[config.mk]
export PLATFORM = sky130hd
export DESIGN_NAME = muldiv_sequencer
export DESIGN_NICKNAME = d
export VERILOG_FILES = /design/src/rtl/riscv_pkg.sv /design/src/rtl/muldiv_step.sv /design/src/rtl/muldiv_sequencer.sv
export SDC_FILE = /design/constraint.sdc
export NUM_CORES = 1
export LEC_CHECK = 0
export BUFFER_PORTS_ARGS = -buffer_cell sky130_fd_sc_hd__buf_2
export CAP_MARGIN = 20
export CORE_UTILIZATION = 40
export CTS_CLUSTER_DIAMETER = 40
export DETAILED_ROUTE_END_ITERATION = 7
export PLACE_DENSITY = 0.62
export SLEW_MARGIN = 15
export SYNTH_ARGS = -nofsm -noshare
export SYNTH_HDL_FRONTEND = slang
export SYNTH_SLANG_ARGS = --single-unit
export TNS_END_PERCENT = 10
[constraint.sdc]
create_clock -name clk -period 3.6 [get_ports clk]
set_input_delay 0.72 -clock clk [delete_from_list [all_inputs] [get_ports clk]]
set_output_delay 0.72 -clock clk [all_outputs]
set_load 0.03 [all_outputs]
[src/rtl/riscv_pkg.sv]
// Shared RV32 decode constants and the mul/div sequencer state type.
package riscv_pkg;

  typedef enum logic [1:0] {IDLE, CALC, FIX, DONE} md_state_t;

  localparam logic [2:0] F3_MUL    = 3'b000;
  localparam logic [2:0] F3_MULH   = 3'b001;
  localparam logic [2:0] F3_MULHSU = 3'b010;
  localparam logic [2:0] F3_MULHU  = 3'b011;
  localparam logic [2:0] F3_DIV    = 3'b100;
  localparam logic [2:0] F3_DIVU   = 3'b101;
  localparam logic [2:0] F3_REM    = 3'b110;
  localparam logic [2:0] F3_REMU   = 3'b111;

  localparam logic [6:0] FUNCT7_MULDIV = 7'b0000001;

  // Funct3[2] separates the divide group from the multiply group.
  function automatic logic f3_is_div(input logic [2:0] f3);
    return f3[2];
  endfunction

endpackage

[src/rtl/muldiv_step.sv]
// One iteration of shift-add multiply or restoring divide on magnitudes.
// Multiply: {acc, lo} is the product register, lo initially holds the multiplier.
// Divide:   acc is the partial remainder, lo shifts the dividend out and quotient in.
module muldiv_step #(
  parameter int unsigned XLEN = 32
) (
  input  logic            is_div,
  input  logic [XLEN-1:0] acc,
  input  logic [XLEN-1:0] lo,
  input  logic [XLEN-1:0] op,
  output logic [XLEN-1:0] acc_nxt,
  output logic [XLEN-1:0] lo_nxt
);

  logic [XLEN:0] sum;
  logic [XLEN:0] trial;
  logic [XLEN:0] diff;
  logic          ge;

  // Single datapath step, selected by operation group.
  always_comb begin
    sum   = {1'b0, acc} + (lo[0] ? {1'b0, op} : '0);
    trial = {acc, lo[XLEN-1]};
    diff  = trial - {1'b0, op};
    ge    = (trial >= {1'b0, op});
    if (is_div) begin
      acc_nxt = ge ? diff[XLEN-1:0] : trial[XLEN-1:0];
      lo_nxt  = {lo[XLEN-2:0], ge};
    end else begin
      // Carry out of the add becomes the new top bit after the right shift.
      acc_nxt = sum[XLEN:1];
      lo_nxt  = {sum[0], lo[XLEN-1:1]};
    end
  end

endmodule

[src/rtl/muldiv_sequencer.sv]
// Iterative RV32M multiply/divide sequencer: IDLE -> CALC (XLEN cycles) -> FIX -> DONE,
// with a direct IDLE -> DONE path for divide-by-zero and signed overflow.
module muldiv_sequencer
  import riscv_pkg::*;
#(
  parameter int unsigned XLEN  = 32,
  parameter int unsigned CNT_W = $clog2(XLEN) + 1
) (
  input  logic            clk,
  input  logic            reset,
  input  logic            start,
  input  logic [2:0]      Funct3,
  input  logic [XLEN-1:0] SrcA,
  input  logic [XLEN-1:0] SrcB,
  input  logic            flush,
  output logic            stall,
  output logic            busy,
  output logic            done,
  output logic [XLEN-1:0] Result
);

  localparam logic [XLEN-1:0] MinNeg = {1'b1, {(XLEN-1){1'b0}}};

  md_state_t        state_q, state_d;
  logic [CNT_W-1:0] cnt_q, cnt_d;
  logic [2:0]       f3_q, f3_d;
  logic             neg_q, neg_d;
  logic [XLEN-1:0]  op_q, op_d;
  logic [XLEN-1:0]  acc_q, acc_d;
  logic [XLEN-1:0]  lo_q, lo_d;
  logic [XLEN-1:0]  result_q, result_d;

  logic             a_signed, b_signed, sign_a, sign_b, neg_in;
  logic [XLEN-1:0]  abs_a, abs_b;
  logic             div_zero, div_ovf, fast;
  logic [XLEN-1:0]  fast_res;
  logic [XLEN-1:0]  step_acc, step_lo;
  logic [2*XLEN-1:0] prod, prod_s;
  logic [XLEN-1:0]  fix_res;

  muldiv_step #(
    .XLEN(XLEN)
  ) u_step (
    .is_div (f3_is_div(f3_q)),
    .acc    (acc_q),
    .lo     (lo_q),
    .op     (op_q),
    .acc_nxt(step_acc),
    .lo_nxt (step_lo)
  );

  // Decode incoming operands: magnitudes, result sign and fast-path results.
  always_comb begin
    a_signed = (Funct3 == F3_MULH) || (Funct3 == F3_MULHSU) ||
               (Funct3 == F3_DIV) || (Funct3 == F3_REM);
    b_signed = (Funct3 == F3_MULH) || (Funct3 == F3_DIV) || (Funct3 == F3_REM);
    sign_a   = a_signed & SrcA[XLEN-1];
    sign_b   = b_signed & SrcB[XLEN-1];
    abs_a    = sign_a ? (~SrcA + 1'b1) : SrcA;
    abs_b    = sign_b ? (~SrcB + 1'b1) : SrcB;

    neg_in = 1'b0;
    case (Funct3)
      F3_MULH, F3_MULHSU, F3_DIV: neg_in = sign_a ^ sign_b;
      F3_REM:                     neg_in = sign_a;
      default:                    neg_in = 1'b0;
    endcase

    div_zero = f3_is_div(Funct3) && (SrcB == '0);
    div_ovf  = ((Funct3 == F3_DIV) || (Funct3 == F3_REM)) &&
               (SrcA == MinNeg) && (SrcB == '1);
    fast     = div_zero || div_ovf;

    fast_res = '0;
    if (div_zero) begin
      fast_res = Funct3[1] ? SrcA : '1;
    end else if (div_ovf) begin
      fast_res = Funct3[1] ? '0 : MinNeg;
    end
  end

  // Final sign correction and word selection.
  always_comb begin
    prod    = {acc_q, lo_q};
    prod_s  = neg_q ? (~prod + 1'b1) : prod;
    fix_res = '0;
    case (f3_q)
      F3_MUL:                        fix_res = prod_s[XLEN-1:0];
      F3_MULH, F3_MULHSU, F3_MULHU:  fix_res = prod_s[2*XLEN-1:XLEN];
      F3_DIV, F3_DIVU:               fix_res = neg_q ? (~lo_q + 1'b1) : lo_q;
      default:                       fix_res = neg_q ? (~acc_q + 1'b1) : acc_q;
    endcase
  end

  // Next-state, datapath updates and outputs.
  always_comb begin
    state_d  = state_q;
    cnt_d    = cnt_q;
    f3_d     = f3_q;
    neg_d    = neg_q;
    op_d     = op_q;
    acc_d    = acc_q;
    lo_d     = lo_q;
    result_d = result_q;
    stall    = 1'b0;
    done     = 1'b0;
    busy     = (state_q != IDLE);

    unique case (state_q)
      IDLE: begin
        if (start && !flush) begin
          stall = 1'b1;
          f3_d  = Funct3;
          neg_d = neg_in;
          // The step adds/subtracts op; lo starts with the operand that gets shifted out.
          op_d  = f3_is_div(Funct3) ? abs_b : abs_a;
          lo_d  = f3_is_div(Funct3) ? abs_a : abs_b;
          acc_d = '0;
          if (fast) begin
            result_d = fast_res;
            state_d  = DONE;
          end else begin
            cnt_d   = CNT_W'(XLEN - 1);
            state_d = CALC;
          end
        end
      end
      CALC: begin
        stall = 1'b1;
        acc_d = step_acc;
        lo_d  = step_lo;
        if (cnt_q == '0) begin
          state_d = FIX;
        end else begin
          cnt_d = cnt_q - 1'b1;
        end
      end
      FIX: begin
        stall    = 1'b1;
        result_d = fix_res;
        state_d  = DONE;
      end
      DONE: begin
        done    = 1'b1;
        state_d = IDLE;
      end
      default: state_d = IDLE;
    endcase

    if (flush) begin
      state_d  = IDLE;
      result_d = result_q;
      done     = 1'b0;
    end
  end

  // State and datapath registers with synchronous reset.
  always_ff @(posedge clk) begin
    if (reset) begin
      state_q  <= IDLE;
      cnt_q    <= '0;
      f3_q     <= '0;
      neg_q    <= 1'b0;
      op_q     <= '0;
      acc_q    <= '0;
      lo_q     <= '0;
      result_q <= '0;
    end else begin
      state_q  <= state_d;
      cnt_q    <= cnt_d;
      f3_q     <= f3_d;
      neg_q    <= neg_d;
      op_q     <= op_d;
      acc_q    <= acc_d;
      lo_q     <= lo_d;
      result_q <= result_d;
    end
  end

  assign Result = result_q;

endmodule

==> run_results.csv <==
group,metric,value,unit
synth,synth.area.top_cells,"dfxtp_1, ha_1, nor2_1",
cells_and_area,fillers,3666,
floorplan,fp.dieW,192,µm
cells_and_area,final_cell_area,16900,µm²
clock_network,root_buffer,"clkbuf_16",
synth,muxShareOfSynthArea,4.02,%
sta,fin_skew,11.3,ps
floorplan,die_h,192,µm
clock_network,clock_sinks,140,
global_routing,grt_pass1_vias,14600,
synth,synth_cells,2043,
floorplan,initial_core_util,40.6,%
clock_network,cts_tree,"built",
synth,yosysUniqueCellTypes,79,
clock_network,postCtsSetupBuffers,0,
critical_path,r2r-start,"lo_q[10]",
hold_path,hp-start,"op_q[19]",
critical_path,arrival,3870,ps
route,wl_per_cell,22.0,µm
critical_path,cpMostUsedCell,"or4_4",
hold_path,hold_class,"reg -> reg",
critical_path,critPathMaxStageDelay,580,ps
sta,finalCritPeriodShare,97.8,%
clock_network,clockBufferDepth,2,
critical_path,crit_path_max_fanout,4,
synth,synthesis.nets,2192,
sta,slew_violations,0,
cells_and_area,antenna_cells,0,
sta,rsz0062_at_grt,"yes",
route,vias,16300,
synth,syn_area,14400,µm²
route,postRouteWirelength,58.3,mm
critical_path,r2r-end,"Result[16]",
synth,synth.most_common_cell,"nor2_1",
route,drc,0,
synth,synth_top_family_by_area,"compound AO/OA/AOI/OAI gates",
place,place_congestion,0.984,
critical_path,r2r_cells,10,
place,placed_area,16200,µm²
synth,netlist.area_leader.share,19.4,%
sta,finalCriticalPeriod,3520,ps
place,pre_cts_ws,-17.5,ps
critical_path,slowest_stage,"or4_4",
synth,syn_area_per_cell,7.07,µm²
global_routing,grt-ovfl-total,0,
clock_network,htreeDepth,4,
clock_network,clk_latency,450,ps
power_and_ir_drop,power.density,311,nW/µm²
synth,yosys.area.top_type,"dfxtp_1",
critical_path,rrSetupSlack,80,ps
hold_path,whs_endpoint,"op_q[19]",
sta,setup_viol,0,
critical_path,cp-end-kind,"flop",
global_routing,grt_start_max_net_pins,67,
sta,fmax,284,MHz
global_routing,gr-usage-all-layers,31.1,%
route,first_iter_violations,1838,
global_routing,grt_pass1_wl,86.6,mm
cells_and_area,post-route-util,47.4,%
route,firstDrtPassIters,7,
hold_path,holdPathStages,2,
sta,hold_ws,452,ps
route,ant_nets,0,
place,placed_cells,2614,
synth,synth_edf_count,0,
sta,slew-limit-headroom,38.7,%
cells_and_area,multiInputGateArea,10900,µm²
floorplan,row_count,69,
sta,hold_violations,0,
route,vias_per_cell,6.17,
synth,ys_warn_count,0,
cells_and_area,drive_gt1_share,16.1,%
power_and_ir_drop,ir_drop,0.370,mV
place,hpwl,45.9,mm
floorplan,io_pins,106,
synth,seq_area_frac_synth,19.4,%
sta,worst_slew_pin_slew,919,ps
cells_and_area,fin_nets,2321,
critical_path,path_cells,"or4_4 -> or4_4 -> or4_4 -> nor3_4 -> nor2_2 -> or3_4 -> o21ai_1 -> xnor2_1 -> o211ai_1 -> a311oi_1",
run,drv_cap,0,
cells_and_area,instances_no_fill,2646,
critical_path,crit_required,3950,ps
sta,post-route-worst-setup-slack,80.0,ps
floorplan,core,35600,µm²
synth,synth_compound_area_share,30.0,%
place,portBuffers,105,
synth,synth_commonest_cells,"nor2_1, nand2_1, a21oi_1",
clock_network,numCtsBuffers,17,
synth,synth-xor-area-share,11.0,%
synth,async_flop_share,0,%
power_and_ir_drop,p_leak,6.89,nW
synth,synth_simple_gate_area_share,22.6,%
floorplan,dieArea,36900,µm²
cells_and_area,regArea,2810,µm²
global_routing,antenna_found_initial,0,
cells_and_area,syn_to_final_growth,16.7,%
synth,synth_flop_cell,"dfxtp_1",
critical_path,worst-setup-path-type,"reg -> reg",
synth,synth-seq-cells,140,
outcome,run_status,"finished, final reports clean",
critical_path,cp-start-kind,"flop",
clock_network,clkTransAtPathRegs,60,ps
synth,synthAdderAreaFrac,6.86,%
where the power goes:
group	internal (mW)	total (mW)	switching, mW
Clock	1.17	1.92	0.749
Sequential	1.61	1.69	0.0806
Combinational	0.602	1.62	1.02
worst max-delay path, delay by kind of cell (launching register included):
family	cells	cell delay [ps]
and+or+nand+nor	6	2210
AOI/OAI and AO/OA	3	660
DFF	1	310
xor gates and xnor gates	1	240
timing repair:
action                                  CTS  global route
endpoints found under the setup margin    2            17
resized for setup                         2            16
pin swaps                                 0             2
hold buffers                              0             0
through the flow:
| step | total power [mW] | TNS [ps] |
|---|---|---|
| 2_1_floorplan | 2.71 | 0 |
| 6_report | 5.24 | 0 |
| 5_1_grt | 5.44 | -22.7 |
| 3_5_place_dp | 3.28 | -30.9 |
| 3_3_place_gp | 3.27 | 0 |
| 4_1_cts | 5.20 | 0 |
cell families after synthesis:
family	count (synthesis)
buffers and inverters	225
DFF	140
xor gates and xnor gates	182
muxes	56
AOI/OAI and AO/OA	659
and+or+nand+nor	703
adders and majority gates	78
cells in the final DEF (no fill, tap or decap), types with 40 or more instances in the layout:
master	netlist	routed
buf_2	9	104
mux2i_1	40	40
nor2_1	247	245
buf_4	1	149
dfxtp_1	140	137
inv_1	76	76
nand2_1	191	191
o21ai_0	146	143
ha_1	76	76
xor2_1	105	105
xnor2_1	77	77
a211oi_1	66	64
a21oi_1	152	151
nor3_1	68	67
final cells by class:
| type | count | share of cell area, % |
|---|---|---|
| Sequential cell | 140 | 16.7 |
| Clock inverter | 12 | 1.00 |
| Timing Repair Buffer | 256 | 10.1 |
| Multi-Input combinational cell | 1678 | 64.4 |
| Clock buffer | 20 | 2.65 |
| Inverter | 79 | 1.78 |
| Tap cell | 461 | 3.42 |
worst max-delay path by stage:
stage / start / to / slack [ps]
2_1_floorplan: SrcB[12] / Result[12] / 80
3_3_place_gp: lo_q[31] / acc_q[28] / 20
3_5_place_dp: op_q[0] / acc_q[28] / -20
4_1_cts: op_q[0] / acc_q[30] / 20
5_1_grt: lo_q[31] / acc_q[20] / -20
6_report: lo_q[10] / Result[16] / 80
metal layers:
metal  GRT usage, %  part of all wire, %
met5              0                    0
met4           12.3                  3.8
met3           5.12                  8.4
met2           46.6                   43
met1           43.9                   45
registers in the layout (all words and copies together) (netlist names):
name / cells
cnt_q: 6
Result: 32
state_q: 2
op_q: 32
acc_q: 32
lo_q: 32
f3_q: 3
neg_q: 1
(Power assumes the default switching activity.)
